## src/rtl/hier_node_pkg.sv

```systemverilog
// rtl/hier_node_pkg.sv - shared state type and launch-mode constants for the hierarchy node sequencer
//
// Contents:
//   node_state_e  sequencer state: IDLE, LAUNCH, WAIT, FINISH
//   MODE_SEQ      PARALLEL value selecting one-at-a-time launch in ascending index order
//   MODE_PAR      PARALLEL value selecting a single launch of every enabled child
package hier_node_pkg;

  typedef enum logic [1:0] {
    IDLE   = 2'd0,
    LAUNCH = 2'd1,
    WAIT   = 2'd2,
    FINISH = 2'd3
  } node_state_e;

  localparam int MODE_SEQ = 0;
  localparam int MODE_PAR = 1;

endpackage

```

## src/rtl/hier_node_prio_enc.sv

```systemverilog
// rtl/hier_node_prio_enc.sv - lowest-set-bit finder restricted to indices at or above a start index
//
// Parameters:
//   WIDTH  number of request bits
//   IDX_W  width of the start and result indices
// Ports:
//   req    in   WIDTH  candidate bits
//   from   in   IDX_W  lowest index that may be reported
//   found  out  1      some req bit at index >= from is set
//   idx    out  IDX_W  lowest such index (0 when nothing is found)
module hier_node_prio_enc #(
  parameter int WIDTH = 5,
  parameter int IDX_W = 3
) (
  input  logic [WIDTH-1:0] req,
  input  logic [IDX_W-1:0] from,
  output logic             found,
  output logic [IDX_W-1:0] idx
);

  // Scan from the top down so the last match written is the lowest index.
  always_comb begin
    found = 1'b0;
    idx   = '0;
    for (int i = WIDTH - 1; i >= 0; i--) begin
      if (req[i] && (i >= int'(from))) begin
        found = 1'b1;
        idx   = IDX_W'(i);
      end
    end
  end

endmodule

```

## src/rtl/hier_node_sequencer.sv

```systemverilog
// rtl/hier_node_sequencer.sv - hierarchy node that launches its children from one parent start and reports one aggregate done/error
//
// Parameters:
//   NUM_CHILDREN  number of child slots (1..32)
//   PARALLEL      MODE_SEQ: launch one child at a time in ascending order; MODE_PAR: launch all enabled children together
//   TIMEOUT_W     width of the timeout limit and the wait counter
//   IDX_W         child index width (derived)
// Ports:
//   clk            in   1             rising-edge clock
//   rst            in   1             synchronous active-high reset
//   start_i        in   1             parent start, accepted only when idle
//   child_en_i     in   NUM_CHILDREN  children taking part, latched on an accepted start
//   timeout_i      in   TIMEOUT_W     cycles to wait for a done; 0 waits forever
//   busy_o         out  1             run in progress (through the done_o cycle)
//   done_o         out  1             one-cycle completion pulse
//   err_o          out  1             run failed; held until the next accepted start
//   err_timeout_o  out  1             the failure was a timeout
//   err_child_o    out  IDX_W         index of the failing child
//   child_start_o  out  NUM_CHILDREN  one-cycle start pulse per child
//   child_done_i   in   NUM_CHILDREN  one-cycle done pulse per child
//   child_err_i    in   NUM_CHILDREN  child error, qualified by that child's done
module hier_node_sequencer
  import hier_node_pkg::*;
#(
  parameter int NUM_CHILDREN = 5,
  parameter int PARALLEL     = 0,
  parameter int TIMEOUT_W    = 16,
  parameter int IDX_W        = (NUM_CHILDREN > 1) ? $clog2(NUM_CHILDREN) : 1
) (
  input  logic                    clk,
  input  logic                    rst,
  input  logic                    start_i,
  input  logic [NUM_CHILDREN-1:0] child_en_i,
  input  logic [TIMEOUT_W-1:0]    timeout_i,
  output logic                    busy_o,
  output logic                    done_o,
  output logic                    err_o,
  output logic                    err_timeout_o,
  output logic [IDX_W-1:0]        err_child_o,
  output logic [NUM_CHILDREN-1:0] child_start_o,
  input  logic [NUM_CHILDREN-1:0] child_done_i,
  input  logic [NUM_CHILDREN-1:0] child_err_i
);

  localparam logic [NUM_CHILDREN-1:0] ONE      = NUM_CHILDREN'(1);
  localparam logic [IDX_W-1:0]        LAST_IDX = IDX_W'(NUM_CHILDREN - 1);
  localparam bit                      PAR_MODE = (PARALLEL == MODE_PAR);

  node_state_e             state;
  logic [NUM_CHILDREN-1:0] en_mask;
  logic [NUM_CHILDREN-1:0] done_mask;
  logic [IDX_W-1:0]        idx;
  logic [TIMEOUT_W-1:0]    cnt;

  logic [NUM_CHILDREN-1:0] sel;
  logic [NUM_CHILDREN-1:0] accepted;
  logic [NUM_CHILDREN-1:0] acc_err;
  logic [NUM_CHILDREN-1:0] done_all;
  logic [NUM_CHILDREN-1:0] pending;
  logic [NUM_CHILDREN-1:0] next_req;
  logic [IDX_W-1:0]        next_from;
  logic [IDX_W-1:0]        next_idx;
  logic [IDX_W-1:0]        err_idx;
  logic [IDX_W-1:0]        pend_idx;
  logic                    next_found;
  logic                    err_found;
  logic                    pend_found;
  logic                    timed_out;
  logic                    all_done;
  logic                    seq_hit;

  always_comb begin
    sel = ONE << idx;

    // Only dones from launched, still-outstanding children count, and only while waiting.
    accepted = '0;
    if (state == WAIT) begin
      if (PAR_MODE) begin
        accepted = child_done_i & en_mask & ~done_mask;
      end else begin
        accepted = child_done_i & sel;
      end
    end
    acc_err  = accepted & child_err_i;
    done_all = done_mask | accepted;
    pending  = en_mask & ~done_all;
    all_done = (done_all == en_mask);
    seq_hit  = |accepted;

    timed_out = (timeout_i != '0) && (cnt == timeout_i - TIMEOUT_W'(1));

    // Idle: first enabled child of the incoming mask. Otherwise: next enabled child
    // above idx; idx is never incremented past the last slot, so nothing wraps.
    if (state == IDLE) begin
      next_req  = child_en_i;
      next_from = '0;
    end else if (idx == LAST_IDX) begin
      next_req  = '0;
      next_from = '0;
    end else begin
      next_req  = en_mask;
      next_from = idx + IDX_W'(1);
    end
  end

  hier_node_prio_enc #(.WIDTH(NUM_CHILDREN), .IDX_W(IDX_W)) u_next_enc (
    .req   (next_req),
    .from  (next_from),
    .found (next_found),
    .idx   (next_idx)
  );

  hier_node_prio_enc #(.WIDTH(NUM_CHILDREN), .IDX_W(IDX_W)) u_err_enc (
    .req   (acc_err),
    .from  ('0),
    .found (err_found),
    .idx   (err_idx)
  );

  hier_node_prio_enc #(.WIDTH(NUM_CHILDREN), .IDX_W(IDX_W)) u_pend_enc (
    .req   (pending),
    .from  ('0),
    .found (pend_found),
    .idx   (pend_idx)
  );

  // All outputs are registered and written together with the state that they belong to,
  // so child_start_o appears in the LAUNCH cycle and done_o in the FINISH cycle.
  always_ff @(posedge clk) begin
    if (rst) begin
      state         <= IDLE;
      en_mask       <= '0;
      done_mask     <= '0;
      idx           <= '0;
      cnt           <= '0;
      busy_o        <= 1'b0;
      done_o        <= 1'b0;
      err_o         <= 1'b0;
      err_timeout_o <= 1'b0;
      err_child_o   <= '0;
      child_start_o <= '0;
    end else begin
      child_start_o <= '0;
      done_o        <= 1'b0;

      case (state)
        IDLE: begin
          if (start_i) begin
            en_mask       <= child_en_i;
            done_mask     <= '0;
            err_o         <= 1'b0;
            err_timeout_o <= 1'b0;
            err_child_o   <= '0;
            idx           <= next_idx;
            busy_o        <= 1'b1;
            if (child_en_i == '0) begin
              state  <= FINISH;
              done_o <= 1'b1;
            end else begin
              state         <= LAUNCH;
              child_start_o <= PAR_MODE ? child_en_i : (ONE << next_idx);
            end
          end
        end

        LAUNCH: begin
          state <= WAIT;
          cnt   <= '0;
        end

        WAIT: begin
          if (cnt != '1) begin
            cnt <= cnt + TIMEOUT_W'(1);
          end

          if (PAR_MODE) begin
            done_mask <= done_all;
            if (err_found && (!err_o || (err_idx < err_child_o))) begin
              err_o       <= 1'b1;
              err_child_o <= err_idx;
            end
            // A completing done beats a timeout in the same cycle.
            if (all_done) begin
              state  <= FINISH;
              done_o <= 1'b1;
            end else if (timed_out && pend_found) begin
              err_o         <= 1'b1;
              err_timeout_o <= 1'b1;
              err_child_o   <= pend_idx;
              state         <= FINISH;
              done_o        <= 1'b1;
            end
          end else begin
            if (seq_hit) begin
              if (|acc_err) begin
                // Child failure skips every remaining child.
                err_o       <= 1'b1;
                err_child_o <= idx;
                state       <= FINISH;
                done_o      <= 1'b1;
              end else if (next_found) begin
                idx           <= next_idx;
                child_start_o <= ONE << next_idx;
                state         <= LAUNCH;
              end else begin
                state  <= FINISH;
                done_o <= 1'b1;
              end
            end else if (timed_out) begin
              err_o         <= 1'b1;
              err_timeout_o <= 1'b1;
              err_child_o   <= idx;
              state         <= FINISH;
              done_o        <= 1'b1;
            end
          end
        end

        FINISH: begin
          state  <= IDLE;
          busy_o <= 1'b0;
        end

        default: begin
          state  <= IDLE;
          busy_o <= 1'b0;
        end
      endcase
    end
  end

endmodule

```

## config.mk

```make
export PLATFORM = sky130hd
export DESIGN_NAME = hier_node_sequencer
export DESIGN_NICKNAME = d
export VERILOG_FILES = /design/src/rtl/hier_node_pkg.sv /design/src/rtl/hier_node_prio_enc.sv /design/src/rtl/hier_node_sequencer.sv
export SDC_FILE = /design/constraint.sdc
export NUM_CORES = 1
export LEC_CHECK = 0
export ABC_AREA = 1
export CORE_MARGIN = 2
export CORE_UTILIZATION = 40
export CTS_CLUSTER_SIZE = 20
export DETAILED_ROUTE_END_ITERATION = 8
export PLACE_DENSITY_LB_ADDON = 0.08
export REMOVE_ABC_BUFFERS = 1
export SETUP_SLACK_MARGIN = 0.2
export SYNTH_ARGS = -nofsm -noshare
export SYNTH_HDL_FRONTEND = slang
export SYNTH_HIERARCHICAL = 1
export SYNTH_SLANG_ARGS = --single-unit
```

## constraint.sdc

```tcl
create_clock -name clk -period 3 [get_ports clk]
set_input_delay 0.45 -clock clk [delete_from_list [all_inputs] [get_ports clk]]
set_output_delay 0.45 -clock clk [all_outputs]
set_load 0.02 [all_outputs]
```

After elaboration in Yosys (flattened, before gate mapping)
Index checks and enable logic that the tools add are counted.

cells by class
  $add $sub $neg = 3
  order comparisons = 5
  equal/unequal tests = 15
  shifts and indexed selects = 2
  muxes and demuxes = 56
  bitwise logic cells = 2
  reductions and logical operators = 21

operator list
  cell                   count
  $mux 3                 15
  $mux 5                 8
  $pmux 16 s2            1
  $mux 1                 17
  $add 16x1->16 const B  1
  $eq 16x16->1           1
  $mux 16                1
  $ne 16x16->1 const B   1
  $reduce_bool 16->1     1
  $sub 16x1->16 const B  1
  $mux 2                 6
  $ne 2x2->1 const B     6
  $pmux 3 s2             2
  $and 5x5->5            2
  $pmux 5 s2             1
  $reduce_or 5->1        2
  $shl 1x3->5 const A    2
  $pmux 1 s2             4
  $pmux 2 s4             1
  $reduce_and 2->1       4
  $reduce_and 4->1       2
  $ge 1x3->1 const A     2
  $ge 2x3->1 const A     2
  $logic_and 1x1->1      6
  12 further kinds       15

word-level totals
  bits in registers = 38
  word-level logic and storage cells = 114

Logic depth before layout (Yosys ltp)
  depth after elaboration = 15
  depth in mapped cells = 16
  mapped depth without buffers = 16

Modules after synthesis
The synthesis kept the hierarchy.

by module, submodules not included
  module               instances  cells each  area each (um2)  sequential area each (um2)
  hier_node_sequencer  1          408         2568.7           760.7
  hier_node_prio_enc   1          26          112.6            0.0

Worst setup path after synthesis
No wires, ideal clock.

  path kind = reg-to-reg
  from = register idx[0]
  to = register idx[2]
  arrival time = 1974 ps
  required time = 2880 ps
  slack = 906 ps
  stages on the path, launching flop included = 13
  period minus slack after synthesis = 2094 ps
  path through = dfxtp_1 -> inv_1 -> ha_1 -> nand2_1 -> inv_1 -> nor3_1 -> nor2_1 -> a21oi_2 -> nand3_1 -> nand4_1 -> nand2_1 -> o21ai_0 -> a21oi_1

between the ends
  elaborated cells on any way between the ends = 41

RTL lines
  what                                       RTL line                                               text
  start: declaration                         hier_node_sequencer.sv:52                              logic [IDX_W-1:0] idx;
  start signal: assignment                   hier_node_sequencer.sv:154                             idx <= next_idx;
  start signal: assignment                   hier_node_sequencer.sv:202                             idx <= next_idx;
  $add 3x1->3 or $eq 3x3->1 (tied branches)  hier_node_sequencer.sv:102, hier_node_sequencer.sv:97
  $mux 3 (*)                                 hier_node_sequencer.sv:97                              end else if (idx == LAST_IDX) begin
  $mux 3 (*)                                 hier_node_sequencer.sv:94                              if (state == IDLE) begin
  net next_from[2]                           hier_node_sequencer.sv:61                              logic [IDX_W-1:0] next_from;
  $ge 3x3->1                                 hier_node_prio_enc.sv:26                               if (req[i] && (i >= int'(from))) begin
  $logic_and 1x1->1                          hier_node_prio_enc.sv:26
  $mux 1 (4 in series)                       hier_node_prio_enc.sv:26
  $mux 1 (*)                                 hier_node_prio_enc.sv:26
  net next_found                             hier_node_sequencer.sv:65                              logic next_found;
  $ne 2x2->1 (no source line) (*)            --
  $reduce_and 5->1 (no source line) (*)      --

The timed path passes the listed nets; every way through them passes the cells marked *. The select of a mux whose other input is x is not followed.
A chain may end at the register's enable or synchronous reset.

Final worst setup path
  from = input port timeout_i[0]
  to = register err_child_o[2]

between the ends
  longest elaborated chain between the ends = 5
  elaborated cells on any way between the ends = 6

ends and longest elaborated chain
  what                                   RTL line                    text
  start: declaration                     hier_node_sequencer.sv:34   input logic [TIMEOUT_W-1:0] timeout_i,
  $sub 16x1->16                          hier_node_sequencer.sv:90   timed_out = (timeout_i != '0) && (cnt == timeout_i - TIMEOUT_W'(1));
  $eq 16x16->1                           hier_node_sequencer.sv:90
  $logic_and 1x1->1 (*)                  hier_node_sequencer.sv:90
  $ne 3x3->1 (no source line) (*)        --
  $reduce_and 4->1 (no source line) (*)  --
  end signal: assignment                 hier_node_sequencer.sv:180  err_child_o <= err_idx;
  end signal: assignment                 hier_node_sequencer.sv:189  err_child_o <= pend_idx;
  end signal: assignment                 hier_node_sequencer.sv:198  err_child_o <= idx;
  end: declaration                       hier_node_sequencer.sv:39   output logic [IDX_W-1:0] err_child_o,

Every way passes the cells marked *; elsewhere a longest branch is shown, timed or not.

==> results.md <==
- Status: complete, but fails checks
- Failing checks: design-rule violations
- Worst vdd ir: 0.294 mV
- RSZ-0062 raised after global routing: no
- Lkg Pwr: 1.43 nW
- CTS Root Cell: clkbuf_8
- Pwr dens: about 400 nW/um^2
- Worst-path clk slew: 70 ps
- Top cell type's share of synthesized area: roughly 28%
- Kind of critical path: in2reg
- Die area: 7370 um^2
- Worst EP required: 3160 ps
- Worst-margin pin slew: roughly 450 ps
- Largest net degree at the start of global routing: 12
- Switch Pwr: ~0.00046 W
- Netlist Area Pre-Place: about 2700 um^2
- Post-synthesis cell type count: 38
- Routed len/inst: around 12 um
- Most frequent cell on the critical path: nand2_1
- Grt ovf: 0
- Pins over their slew limit: 0
- Ys flop type: dfxtp_1
- Internal cell power: between 0.0008 and 0.0009 W
- Fin cells: roughly 560
- Biggest area contributors in the synthesized netlist: dfxtp_1 (28%), nand2_1 (15%), nor2_1 (9.9%)
- Initial antenna violation count: 0
- Final hold vios: 0
- Hpwl dp: ~5.5 mm
- Synth-to-layout area growth: 23.7%
- Antenna-violating nets left: 0
- Worst-case clock buffer depth: 2
- Post-Place Cells: 553
- Drc violations: 3
- Setup TNS: 0 ps
- Slowest stage delay, CP: approximately 450 ps
- Via density: around 5
- Register Area: approximately 760 um^2
- Critical path arrival: around 2600 ps
- Gate Count Post-Synth: roughly 430
- Max-cap viol count: 0
- GP Congestion: 0.929
- Clk pwr share: 28.1%
- Number of CTS-inserted buffers: 5
- Rows: 29
- First-pass GRT wire length: between 10 and 15 mm
- Flops & latches, synth: 38
- Biggest area consumer among synthesized cells: dfxtp_1
- DRT Pass-1 Iters: 8
- Worst skew pair latency: approximately 290 ps
- Sequential area share after synthesis: approximately 28%
- Initial DRC Count: 94
- Initial Util: 41.7%
- PortBufs: 45
- Final setup fails: 0
- Switch share: between 30% and 40%
- Die height: between 80 and 90 um
- Hold-fix buffers at CTS: 0
- H-tree depth: 2
- Max Fclk: about 0.41 GHz
- CP Max Fanout: 6
- Number of global-route vias before repair: around 2700
- Slowest CP cell: clkdlybuf4s50_1
- Place WS: roughly 260 ps
- Tot GR Track Use: 19.9%
- Via count: around 2800
- Fin crit share: 82.2%
- Startpoint Class: input pin
- Number of flops mapped to enable cells by yosys: 0
- Most common cell in the netlist: nand2_1
- Synth warnings: 6
- Slew HR: between 60 and 70%
- Worst-path cell chain: clkdlybuf4s50_1, inv_1, ha_1, nand2_1, nor2_1, nand2_1, nand2_1, nand2_1, nor2_1, nand2_1, nor2_1, nand2_1, nand3_2, nand3_1, nand2_1, a21oi_1
- Final period demand of the worst path: ~2500 ps
- # fillers: 682
- Nets@finish: between 500 and 600
- Combinational share of power: between 30 and 40%
- Final hold slack: between 400 and 500 ps
- Core area: 6420 um^2
- Sequential share of power: 41.8%
- Total wire length: between 6 and 7 mm
- Die X: between 80 and 90 um
- Multi-input logic area: about 1700 um^2
- Clk_skew: between 7 and 8 ps
- Io pins: 46
- Min-delay worst type: reg2reg
- CTS tree: done
- Postcts setup bufs: 0
- Share of flip-flops with an asynchronous set or reset after synthesis: 0%
- Setup ws final: ~530 ps
- Clock Sinks: 38
- Layout cells sized above 1: roughly 5.8%
- Commonest cells in the netlist: nand2_1 (110), nor2_1 (71), inv_1 (60)
- Ant diodes: 0
- Syn Area/Cell: around 6.2 um^2
- CP endpoint kind: flop
==> metrics by stage <==
step / instance area [um^2] / total power, W / util, %
after floorplan: 2660 / 0.000814 / -
after global placement: 3220 / 0.000957 / 50.1
after global routing: 3320 / 0.00141 / 51.6
after CTS: 3310 / 0.00134 / 51.5
after detailed placement: 3220 / 0.000960 / 50.1
final: 3320 / 0.00132 / 51.6
==> path summary, 6_finish.rpt <==
check	startpoint	to	slack, ps	depth (start not counted)
worst max-delay path	timeout_i[0]	err_child_o[2]	530	16
worst min-delay path	err_child_o[1]	err_child_o[1]	470	2
worst max register to register	idx[0]	idx[0]	560	13
worst min register to register	err_child_o[1]	err_child_o[1]	470	2
==> cell usage in the layout, fill, tap and decap left out, types with 2 or more instances in the layout <==
cell             netlist  layout
nand4_1               14      14
o21ai_0               18      18
clkbuf_8               0       6
a21oi_1               25      25
nor3_1                 8       7
nor2_1                71      71
nand3_2                2       2
nor2_2                 8       8
nand2_1              110     110
o21bai_1               2       2
a21oi_2                2       2
buf_4                  1       2
xnor2_1                4       4
xor2_1                 8       8
ha_1                   8       8
nand2_2                2       2
nand3_1               23      23
o22ai_1                3       3
dfxtp_1               38      38
a211oi_1               8       8
clkdlybuf4s50_1        0      45
inv_1                 60      60
==> registers in the layout, indices dropped and copies added (netlist names) <==
signal,cells
cnt,16
err_o,1
busy_o,1
err_timeout_o,1
child_start_o,5
done_o,1
idx,3
err_child_o,3
state,2
en_mask,5
==> cell type report <==
class / count / share of cell area, %
Tap cell: 77 / 2.91
Clock buffer: 7 / 2.60
Inverter: 63 / 7.28
Multi-Input combinational cell: 328 / 50.1
Clock inverter: 1 / 0.151
Timing Repair Buffer: 47 / 14.0
Sequential cell: 38 / 22.9
==> power groups by stage <==
| stage | combinational, W | clock, W | sequential [W] |
|---|---|---|---|
| global route | 0.000448 | 0.000409 | 0.000558 |
| finish | 0.000398 | 0.000372 | 0.000554 |
| floorplan | 0.000243 | 0 | 0.000571 |
| CTS | 0.000398 | 0.000387 | 0.000554 |
| global placement | 0.000391 | 0 | 0.000566 |
| detailed placement | 0.000394 | 0 | 0.000566 |
==> routing by layer <==
metal / GRT usage [%] / share of wire (%) / vias up
li1: - / - / 1495
met1: 23.9 / 46 / 1256
met2: 35.7 / 49 / 49
met3: 3.08 / 3.3 / 14
met4: 7.07 / 2.3 / 0
met5: 0 / 0 / -
==> what timing repair did <==
| action | CTS | global route |
|---|---|---|
| hold endpoints to repair | 0 | 0 |
| resized for setup | 0 | 1 |
| endpoints found under the setup margin | 0 | 9 |
==> critical path, delay by kind of cell <==
| kind | cells | cell delay [ps] |
|---|---|---|
| AOI/OAI and AO/OA | 1 | 60 |
| adders and majority gates | 1 | 240 |
| and+or+nand+nor | 12 | 1310 |
| buffers and inverters | 2 | 570 |
==> cell families after synthesis <==
family	after synthesis	share of synthesized area [%]
compound gates	64	14.3
xor+xnor	13	4.81
fa+ha+maj	8	3.73
buf+inv	68	9.89
flops	38	28.4
simple gates	243	38.9
Power figures use the tool's default switching activity.
